`config.mk`:
```
export PLATFORM = sky130hd
export DESIGN_NAME = pc_gen_flat
export DESIGN_NICKNAME = d
export VERILOG_FILES = /design/src/rtl/pipe_pkg.sv /design/src/rtl/pc_gen_if.sv /design/src/rtl/pc_gen_redirect_arbiter.sv /design/src/rtl/pc_gen.sv /design/src/flat_wrapper.sv
export SDC_FILE = /design/constraint.sdc
export NUM_CORES = 1
export LEC_CHECK = 0
export ABC_AREA = 0
export BUFFER_PORTS_ARGS = -buffer_cell sky130_fd_sc_hd__buf_4
export CORE_MARGIN = 4
export CORE_UTILIZATION = 45
export CTS_BUF_LIST = sky130_fd_sc_hd__clkbuf_8
export DETAILED_ROUTE_END_ITERATION = 8
export PLACE_DENSITY_LB_ADDON = 0.25
export SYNTH_ARGS = -nofsm -noshare
export SYNTH_HDL_FRONTEND = slang
export SYNTH_HIERARCHICAL = 1
export SYNTH_SLANG_ARGS = --single-unit
```
`constraint.sdc`:
```
create_clock -name clk -period 2.2 [get_ports clk]
set_input_delay 0.22 -clock clk [delete_from_list [all_inputs] [get_ports clk]]
set_output_delay 0.22 -clock clk [all_outputs]
set_load 0.01 [all_outputs]
```
`src/rtl/pipe_pkg.sv`:
```
// Shared types and constants for the fetch-PC path.
// Combinational definitions only; no state.
// No flow control.
package pipe_pkg;

  typedef enum logic [1:0] {
    BOOT = 2'd0,
    RUN  = 2'd1,
    PEND = 2'd2
  } pc_state_e;

  // Redirect source indices, lower index = higher priority
  localparam int REDIR_TRAP = 0;
  localparam int REDIR_EX   = 1;
  localparam int REDIR_ID   = 2;

  localparam int NUM_REDIR_DEF = 3;

  typedef logic [$clog2(NUM_REDIR_DEF)-1:0] redir_idx_t;

endpackage

```
`src/rtl/pc_gen_if.sv`:
```
// Bundle of redirect inputs, stall control and PC outputs for pc_gen.
// Pure wiring; no latency.
// update_n is the only stall qualifier; there is no other backpressure.
interface pc_gen_if #(
  parameter int WIDTH     = 32,
  parameter int NUM_REDIR = 3
);

  logic                              update_n;
  logic [NUM_REDIR-1:0]              redir_valid;
  logic [NUM_REDIR-1:0][WIDTH-1:0]   redir_target;
  logic [WIDTH-1:0]                  pc_out;
  logic [WIDTH-1:0]                  pc_next;
  logic                              fetch_valid;
  logic                              redir_taken;
  logic                              misaligned;

  // Driver side: stall control and redirect requests
  modport master (
    output update_n, redir_valid, redir_target,
    input  pc_out, pc_next, fetch_valid, redir_taken, misaligned
  );

  // pc_gen side
  modport slave (
    input  update_n, redir_valid, redir_target,
    output pc_out, pc_next, fetch_valid, redir_taken, misaligned
  );

endinterface

```
`src/rtl/pc_gen_redirect_arbiter.sv`:
```
// Fixed-priority encoder and target mux over the redirect sources.
// Purely combinational, zero latency.
// No backpressure; the caller decides whether the winner is used.
module redirect_arbiter #(
  parameter int WIDTH     = 32,
  parameter int NUM_REDIR = 3,
  parameter int IW        = 2
) (
  input  logic [NUM_REDIR-1:0]            i_valid,
  input  logic [NUM_REDIR-1:0][WIDTH-1:0] i_target,
  output logic                            o_any_valid,
  output logic [IW-1:0]                   o_idx,
  output logic [WIDTH-1:0]                o_target
);

  // Scan from the lowest priority upward so the lowest set index is left last
  always_comb begin
    o_any_valid = 1'b0;
    o_idx       = '0;
    o_target    = '0;
    for (int i = NUM_REDIR - 1; i >= 0; i--) begin
      if (i_valid[i]) begin
        o_any_valid = 1'b1;
        o_idx       = IW'(i);
        o_target    = i_target[i];
      end
    end
  end

endmodule

```
`src/rtl/pc_gen.sv`:
```
// Fetch PC register with sequential increment and prioritised redirects.
// pc_out updates one edge after a redirect when unstalled; on the release edge when stalled.
// update_n=1 holds the PC; redirects seen during the hold are parked and applied on release.
module pc_gen
  import pipe_pkg::*;
#(
  parameter int               WIDTH        = 32,
  parameter logic [WIDTH-1:0] RESET_VECTOR = '0,
  parameter int               INC          = 4,
  parameter int               NUM_REDIR    = 3,
  parameter int               ALIGN_BITS   = 2
) (
  input  logic     clk,
  input  logic     reset,
  pc_gen_if.slave  bus
);

  localparam int IW = (NUM_REDIR > 1) ? $clog2(NUM_REDIR) : 1;

  pc_state_e        r_state;
  logic [WIDTH-1:0] r_pc;
  logic             r_redir_taken;
  logic             r_misaligned;
  logic             r_pend_vld;
  logic [IW-1:0]    r_pend_idx;
  logic [WIDTH-1:0] r_pend_tgt;

  pc_state_e        w_state_nxt;
  logic [WIDTH-1:0] w_pc_nxt;
  logic             w_taken_nxt;
  logic             w_mis_nxt;
  logic             w_pend_vld_nxt;
  logic [IW-1:0]    w_pend_idx_nxt;
  logic [WIDTH-1:0] w_pend_tgt_nxt;

  logic             w_arb_any;
  logic [IW-1:0]    w_arb_idx;
  logic [WIDTH-1:0] w_arb_tgt;
  logic             w_live_wins;
  logic             w_win_vld;
  logic [WIDTH-1:0] w_win_tgt;

  redirect_arbiter #(
    .WIDTH     (WIDTH),
    .NUM_REDIR (NUM_REDIR),
    .IW        (IW)
  ) u_arb (
    .i_valid     (bus.redir_valid),
    .i_target    (bus.redir_target),
    .o_any_valid (w_arb_any),
    .o_idx       (w_arb_idx),
    .o_target    (w_arb_tgt)
  );

  // Live request beats the parked one on equal index, so a newer redirect from
  // the same stage supersedes the older one.
  assign w_live_wins = w_arb_any & (~r_pend_vld | (w_arb_idx <= r_pend_idx));
  assign w_win_vld   = w_arb_any | r_pend_vld;
  assign w_win_tgt   = w_live_wins ? w_arb_tgt : r_pend_tgt;

  // Next-state and next-PC selection; a hold always presents the current PC so
  // IMEM never sees the parked target before the stall releases.
  always_comb begin
    w_state_nxt    = r_state;
    w_pc_nxt       = r_pc;
    w_taken_nxt    = 1'b0;
    w_mis_nxt      = r_misaligned;
    w_pend_vld_nxt = r_pend_vld;
    w_pend_idx_nxt = r_pend_idx;
    w_pend_tgt_nxt = r_pend_tgt;

    case (r_state)
      BOOT: begin
        w_state_nxt = RUN;
      end
      RUN, PEND: begin
        if (!bus.update_n) begin
          w_state_nxt = RUN;
          if (w_win_vld) begin
            w_pc_nxt       = w_win_tgt;
            w_taken_nxt    = 1'b1;
            w_mis_nxt      = |w_win_tgt[ALIGN_BITS-1:0];
            w_pend_vld_nxt = 1'b0;
          end else begin
            w_pc_nxt  = r_pc + WIDTH'(INC);
            w_mis_nxt = 1'b0;
          end
        end else begin
          if (w_arb_any) begin
            w_state_nxt = PEND;
          end
          if (w_live_wins) begin
            w_pend_vld_nxt = 1'b1;
            w_pend_idx_nxt = w_arb_idx;
            w_pend_tgt_nxt = w_arb_tgt;
          end
        end
      end
      default: begin
        w_state_nxt = BOOT;
      end
    endcase
  end

  // State, PC and parked-redirect registers
  always_ff @(posedge clk or posedge reset) begin
    if (reset) begin
      r_state       <= BOOT;
      r_pc          <= RESET_VECTOR;
      r_redir_taken <= 1'b0;
      r_misaligned  <= 1'b0;
      r_pend_vld    <= 1'b0;
      r_pend_idx    <= '0;
      r_pend_tgt    <= '0;
    end else begin
      r_state       <= w_state_nxt;
      r_pc          <= w_pc_nxt;
      r_redir_taken <= w_taken_nxt;
      r_misaligned  <= w_mis_nxt;
      r_pend_vld    <= w_pend_vld_nxt;
      r_pend_idx    <= w_pend_idx_nxt;
      r_pend_tgt    <= w_pend_tgt_nxt;
    end
  end

  assign bus.pc_out      = r_pc;
  assign bus.pc_next     = w_pc_nxt;
  assign bus.redir_taken = r_redir_taken;
  assign bus.misaligned  = r_misaligned;
  assign bus.fetch_valid = (r_state != BOOT) & ~r_misaligned;

endmodule

```
`src/flat_wrapper.sv`:
```
// flat-port wrapper written by rule: the top's interface ports become plain ports
module pc_gen_flat import pipe_pkg::*;
#(
  parameter int               WIDTH        = 32,
  parameter logic [WIDTH-1:0] RESET_VECTOR = '0,
  parameter int               INC          = 4,
  parameter int               NUM_REDIR    = 3,
  parameter int               ALIGN_BITS   = 2
)
  (clk, reset, bus_update_n, bus_redir_valid, bus_redir_target, bus_pc_out, bus_pc_next, bus_fetch_valid, bus_redir_taken, bus_misaligned);
  pc_gen_if #(.WIDTH(WIDTH), .NUM_REDIR(NUM_REDIR)) bus_i ();
  input  logic clk;
  input  logic reset;
  input wire logic [$bits(bus_i.update_n)-1:0] bus_update_n;
  input wire logic [$bits(bus_i.redir_valid)-1:0] bus_redir_valid;
  input wire logic [$bits(bus_i.redir_target)-1:0] bus_redir_target;
  output wire logic [$bits(bus_i.pc_out)-1:0] bus_pc_out;
  output wire logic [$bits(bus_i.pc_next)-1:0] bus_pc_next;
  output wire logic [$bits(bus_i.fetch_valid)-1:0] bus_fetch_valid;
  output wire logic [$bits(bus_i.redir_taken)-1:0] bus_redir_taken;
  output wire logic [$bits(bus_i.misaligned)-1:0] bus_misaligned;
  assign bus_i.update_n = bus_update_n;
  assign bus_i.redir_valid = bus_redir_valid;
  assign bus_i.redir_target = bus_redir_target;
  assign bus_pc_out = bus_i.pc_out;
  assign bus_pc_next = bus_i.pc_next;
  assign bus_fetch_valid = bus_i.fetch_valid;
  assign bus_redir_taken = bus_i.redir_taken;
  assign bus_misaligned = bus_i.misaligned;
  pc_gen #(.WIDTH(WIDTH), .RESET_VECTOR(RESET_VECTOR), .INC(INC), .NUM_REDIR(NUM_REDIR), .ALIGN_BITS(ALIGN_BITS)) u_core (.clk(clk), .reset(reset), .bus(bus_i));
endmodule
```
; After elaboration in Yosys (flattened, before gate mapping)
; Cells that the tools add are included.
[word_totals]
register_bits = 71
in_bits = 102
output_inout_bits = 67
word_cells = 52
[classes]
addsub = 1
magnitude_cmp = 1
eq_ne = 4
mux = 23
bitwise = 7
reduce_logical = 9
[ops]
columns = cell, count
row1 = 32-bit 2-to-1 mux, 7
row2 = "32-bit by 3-bit adder with 32-bit output, second input constant", 1
row3 = 1-bit 2-to-1 mux, 10
row4 = 2-bit 2-to-1 mux, 5
row5 = 3-bit AND reduction, 2
row6 = 2-bit one-hot mux with 2 select lines, 1
row7 = 2-bit AND reduction, 2
row8 = 2-bit nonzero test, 2
row9 = 2-bit OR reduction, 2
row10 = "3-bit by 2-bit inequality test with 1-bit output, second input constant", 1
row11 = 1-bit NOT, 3
row12 = 1-bit bitwise AND, 2
row13 = "2-bit by 1-bit == test with 1-bit output, second input constant", 1
row14 = "2-bit == test, second input constant", 1
row15 = 2-bit <= comparator, 1
row16 = 2-bit zero test, 1
row17 = "2-bit by 1-bit inequality test with 1-bit output, second input constant", 1
row18 = 1-bit OR, 2

; Longest topological paths before layout
[logic_depth]
ltp_word = 10
depth_mapped = 11
depth_no_buf = 8

; Modules after synthesis
; Netlist, hierarchy kept.
[modules_own_cells]
columns = module, instances, cells_each, area_each_um2, seq_area_each_um2
row1 = pc_gen, 1, 363, 3867.5, 1776.7
row2 = redirect_arbiter, 1, 149, 1221.2, 0.0

; Least setup slack after synthesis
; No wires, ideal clock.
[synth_path]
path_type = input-to-output
from = input port bus_redir_valid[1]
to = output port bus_pc_next[19]
arrival_time_ns = 2.107
required_ns = 1.980
slack_ns = -0.127
path_stages = 10
n_path_buf = 3
cell_sequence = buf_6 buf_12 nor3b_1 ha_1 nor2b_1 o211ai_2 nand2_1 buf_2 mux2i_1 o221ai_1
[synth_via]
elab_chain_cells = 9
word_cells_on_any_way = 14
classes_between = order compare (1) / mux (10) / bitwise (3)
[synth_lines]
columns = item, line_no
row1 = from (decl), flat_wrapper.sv:15  ; input wire logic [$bits(bus_i.redir_valid)-1:0] bus_redir_valid;
row2 = 2-bit 2-to-1 mux (2 in a row), pc_gen_redirect_arbiter.sv:22  ; if (i_valid[i]) begin
row3 = via u_core.w_arb_idx[1], pc_gen.sv:37  ; logic [IW-1:0] w_arb_idx;
row4 = 2-bit <= comparator, pc_gen.sv:57  ; assign w_live_wins = w_arb_any & (~r_pend_vld | (w_arb_idx <= r_pend_idx));
row5 = 1-bit OR, pc_gen.sv:57
row6 = 1-bit bitwise AND, pc_gen.sv:57
row7 = 32-bit 2-to-1 mux, -
row8 = 32-bit 2-to-1 mux, pc_gen.sv:79  ; if (w_win_vld) begin
row9 = 32-bit 2-to-1 mux, pc_gen.sv:77  ; if (!bus.update_n) begin
row10 = 32-bit 2-to-1 mux, pc_gen.sv:72  ; case (r_state)
row11 = to (decl), flat_wrapper.sv:18  ; output wire logic [$bits(bus_i.pc_next)-1:0] bus_pc_next;
; The timed path passes the listed nets, and every way through them passes these cells.

; Worst setup path after layout
[layout_path]
from = register u_core.r_pend_idx[1]
to = output port bus_pc_next[12]
[layout_via]
elab_chain_cells = 7
[layout_lines]
columns = item, line_no
row1 = from (decl), pc_gen.sv:25  ; logic [IW-1:0] r_pend_idx;
row2 = from (signal assigned), pc_gen.sv:121  ; r_pend_idx <= w_pend_idx_nxt;
row3 = 2-bit <= comparator, pc_gen.sv:57
row4 = 1-bit OR, pc_gen.sv:57
row5 = 1-bit bitwise AND, pc_gen.sv:57
row6 = 32-bit 2-to-1 mux, -
row7 = 32-bit 2-to-1 mux, pc_gen.sv:79
row8 = 32-bit 2-to-1 mux, pc_gen.sv:77
row9 = 32-bit 2-to-1 mux, pc_gen.sv:72
; Every way passes these cells.

==> flow_metrics.tcl <==
set metrics [dict create \
    rsz0062_at_grt "true" \
    ir_drop_mv 0.7426 \
    hp-class "in2reg" \
    grt_pass1_wl_um 23920 \
    max_cap_violations 0 \
    drt_iter0_drc 277 \
    htreeDepth 3 \
    finalSetupViolCount 32 \
    start_util_pct 46.53 \
    synth_compound_area_share_pct 20.56 \
    track_usage_pct 23.01 \
    finalClockSkew_ns 0.007984 \
    cp_data_required_time_ns 1.98 \
    synth_area_um2 5089 \
    async_flop_share_pct 100.0 \
    cts-root-buf "clkbuf_8" \
    endpoint_kind "primary output" \
    path_clk_slew_ns 0.07 \
    syn_to_final_growth_pct 44.31 \
    seqCellArea_um2 1777 \
    placed_cells 838 \
    hpwl_um 11800 \
    yosysWarningCount 6 \
    seqPwrFrac_pct 26.9 \
    num_rows 38 \
    power_frac_comb_pct 63.9 \
    worstPathMaxFanout 6 \
    relSlewSlack_pct 54.32 \
    worst_setup_path_start_kind "flip-flop" \
    synth_xor_area_share_pct 0.6885 \
    synth-edff-count 0 \
    drv_slew 0 \
    antenna_found_initial 0 \
    first_global_vias 4791 \
    wl_per_cell_um 17.53 \
    core_area_um2 10940 \
    synthSimpleGateAreaFrac_pct 21.27 \
    gr-total-overflow 0 \
    cts_buffers 9 \
    syn_nets 619 \
    p_int_uw 5497 \
    layout_common_cells "buf_4 (226), dfrtp_1 (71), a21oi_2 (58)" \
    period_share_pct 116.2 \
    dieArea_um2 13070 \
    status "finished, violations left" \
    multi_input_area_um2 3264 \
    fillCellCount 893 \
    nets 833 \
    netlist_instances 512 \
    fp.dieH_um 114.3 \
    period_minus_slack_ns 2.557 \
    power_frac_clock_pct 9.2 \
    synth_cell_types 62 \
    io_pins 169 \
    r2r_setup_slack_ns 0.08 \
    n_antenna_cell 0 \
    drive_above_1_share_pct 50.55 \
    stdcell_count 868 \
    first_pass_iters 5 \
    port_buffers 168 \
    leakagePower_uw 0.003246 \
    p_sw_share_pct 40.92 \
    path_class "reg2out" \
    ff2ff_path_depth 10 \
    synth_top_family_by_area "simple AND/OR/NAND/NOR gates" \
    antenna_left 0 \
    hold_slack_ns 0.1620 \
    cts_buffer_depth 2 \
    p_switching_uw 3807 \
    dieWidth_um 114.3 \
    cts_tree "yes" \
    vias 4838 \
    fmax_ghz 0.3911 \
    violations "setup timing" \
    layout_setup_ws_ns -0.3570 \
    gp_congestion 0.9037 \
    final-hold-violation-count 0 \
    ys_ff_latch 71 \
    ys.flop_type "dfrtp_1" \
    wl_um 15220 \
    ys_seq_area_share_pct 34.92 \
    muxShareOfSynthArea_pct 14.41 \
    powerDensity_nw_per_um2 1267 \
    worst_pin_slew_ns 0.6852 \
    insertion_delay_ns 0.34 \
    synthAdderAreaFrac_pct 1.229 \
    drc 0 \
    hold_depth 2 \
    post_dp_cell_area_um2 6783 \
    cts_sinks 71 \
    grt_max_degree 65 \
    vias_per_cell 5.574 \
    arrival_ns 2.34 \
    final_common_cell "buf_4" \
    final_area_um2 7343 \
    avgSynthCellArea_um2 9.939 \
]
-- cell type report --
| cell class | instances | share of cell area, % |
|---|---|---|
| clock buffer | 10 | 1.874 |
| timing repair buffer | 242 | 26.29 |
| clock inverter | 3 | 0.1874 |
| inverter | 12 | 0.6134 |
| multi-input combinational | 390 | 44.45 |
| sequential | 71 | 24.19 |
| tap | 140 | 2.385 |
-- per-layer routing --
metal / part of all wire (%) / up-vias / track usage [%]
li1: - / 2314 / -
met1: 43 / 2300 / 32.37
met2: 47 / 206 / 35.79
met3: 7.9 / 18 / 5.180
met4: 1.3 / 0 / 6.413
met5: 0 / - / 0
-- cell usage after synthesis (8+ instances only) --
library cell  instances  area [um2]
dfrtp_1              71        1777
a21oi_2              58       508.0
mux2i_1              35       350.3
nand2_1              33       123.9
nand3b_1             32       240.2
mux2_1               28       315.3
and2b_1              20       150.1
nor2_1               17       63.81
nor2b_1              16       100.1
o21ai_1              16       80.08
a21oi_1              15       75.07
buf_2                12       60.06
o211ai_1             12       90.09
inv_1                11       41.29
nand3_1              11       55.05
o221ai_1             11       96.34
nand4_1              10       62.56
clkbuf_1              8       30.03
-- kinds of logic (layout without fill, tap and decap cells) --
family                     Yosys count  after routing
AOI/OAI and AO/OA                  139            139
xor gates and xnor gates             4              4
adders and majority gates            5              5
buffers and inverters               51            267
DFF                                 71             71
muxes                               69             69
and+or+nand+nor                    173            173
-- path summary, 6_finish.rpt --
check / start / to
worst min register to register: u_core/r_pend_tgt[23] / u_core/r_pend_tgt[23]
worst max-delay path: u_core/r_pend_idx[1] / bus_pc_next[12]
worst max register to register: u_core/r_pend_idx[1] / u_core/bus.pc_out[10]
min in group asynchronous: reset / u_core/bus.pc_out[5]
max in group asynchronous: reset / u_core/bus.pc_out[15]
worst min-delay path: bus_update_n / u_core/r_state[1]
-- repair_timing --
action                                  in CTS  in global routing
gates cloned                                 0                  2
pin swaps                                    5                 11
endpoints found under the setup margin      32                 32
gates resized for setup                     38                 13
hold buffers                                 1                  0
hold endpoints to repair                    20                  0
setup buffers                                4                 12
-- sequential cells by signal (all words and copies together), names as in the netlist --
name,count
u_core/r_pend_idx,2
u_core/bus.pc_out,32
u_core/r_pend_vld,1
u_core/r_state,2
u_core/r_pend_tgt,32
u_core/bus.redir_taken,1
u_core/bus.misaligned,1
-- critical path: stages, from the launching register on --
cell and delay [ns]:
dfrtp_1 0.40, inv_2 0.08, ha_4 0.20, nor2b_4 0.13, o211ai_4 0.23, nand2_4 0.15, mux2_4 0.34, a221o_1 0.33
buf_6 0.13
-- per-stage QoR --
stage	setup TNS (ns)	setup WS [ns]	utilization (%)	power [uW]
2_1_floorplan	-0.09027	-0.01162	-	5151
3_3_place_gp	-2.260	-0.1422	62.03	7560
3_5_place_dp	-4.117	-0.2474	62.03	7697
4_1_cts	-8.972	-0.3545	65.41	8983
5_1_grt	-11.86	-0.4511	67.15	9906
6_report	-8.873	-0.3570	67.15	9304
-- power groups by stage --
| stage | clock [uW] | combinational [uW] | sequential, uW |
|---|---|---|---|
| 6_report | 856 | 5940 | 2510 |
| 5_1_grt | 937 | 6370 | 2600 |
| 4_1_cts | 881 | 5620 | 2490 |
| 3_5_place_dp | 0 | 5210 | 2480 |
| 3_3_place_gp | 0 | 5110 | 2450 |
| 2_1_floorplan | 0 | 2570 | 2590 |
Power figures use the tool's default switching activity.
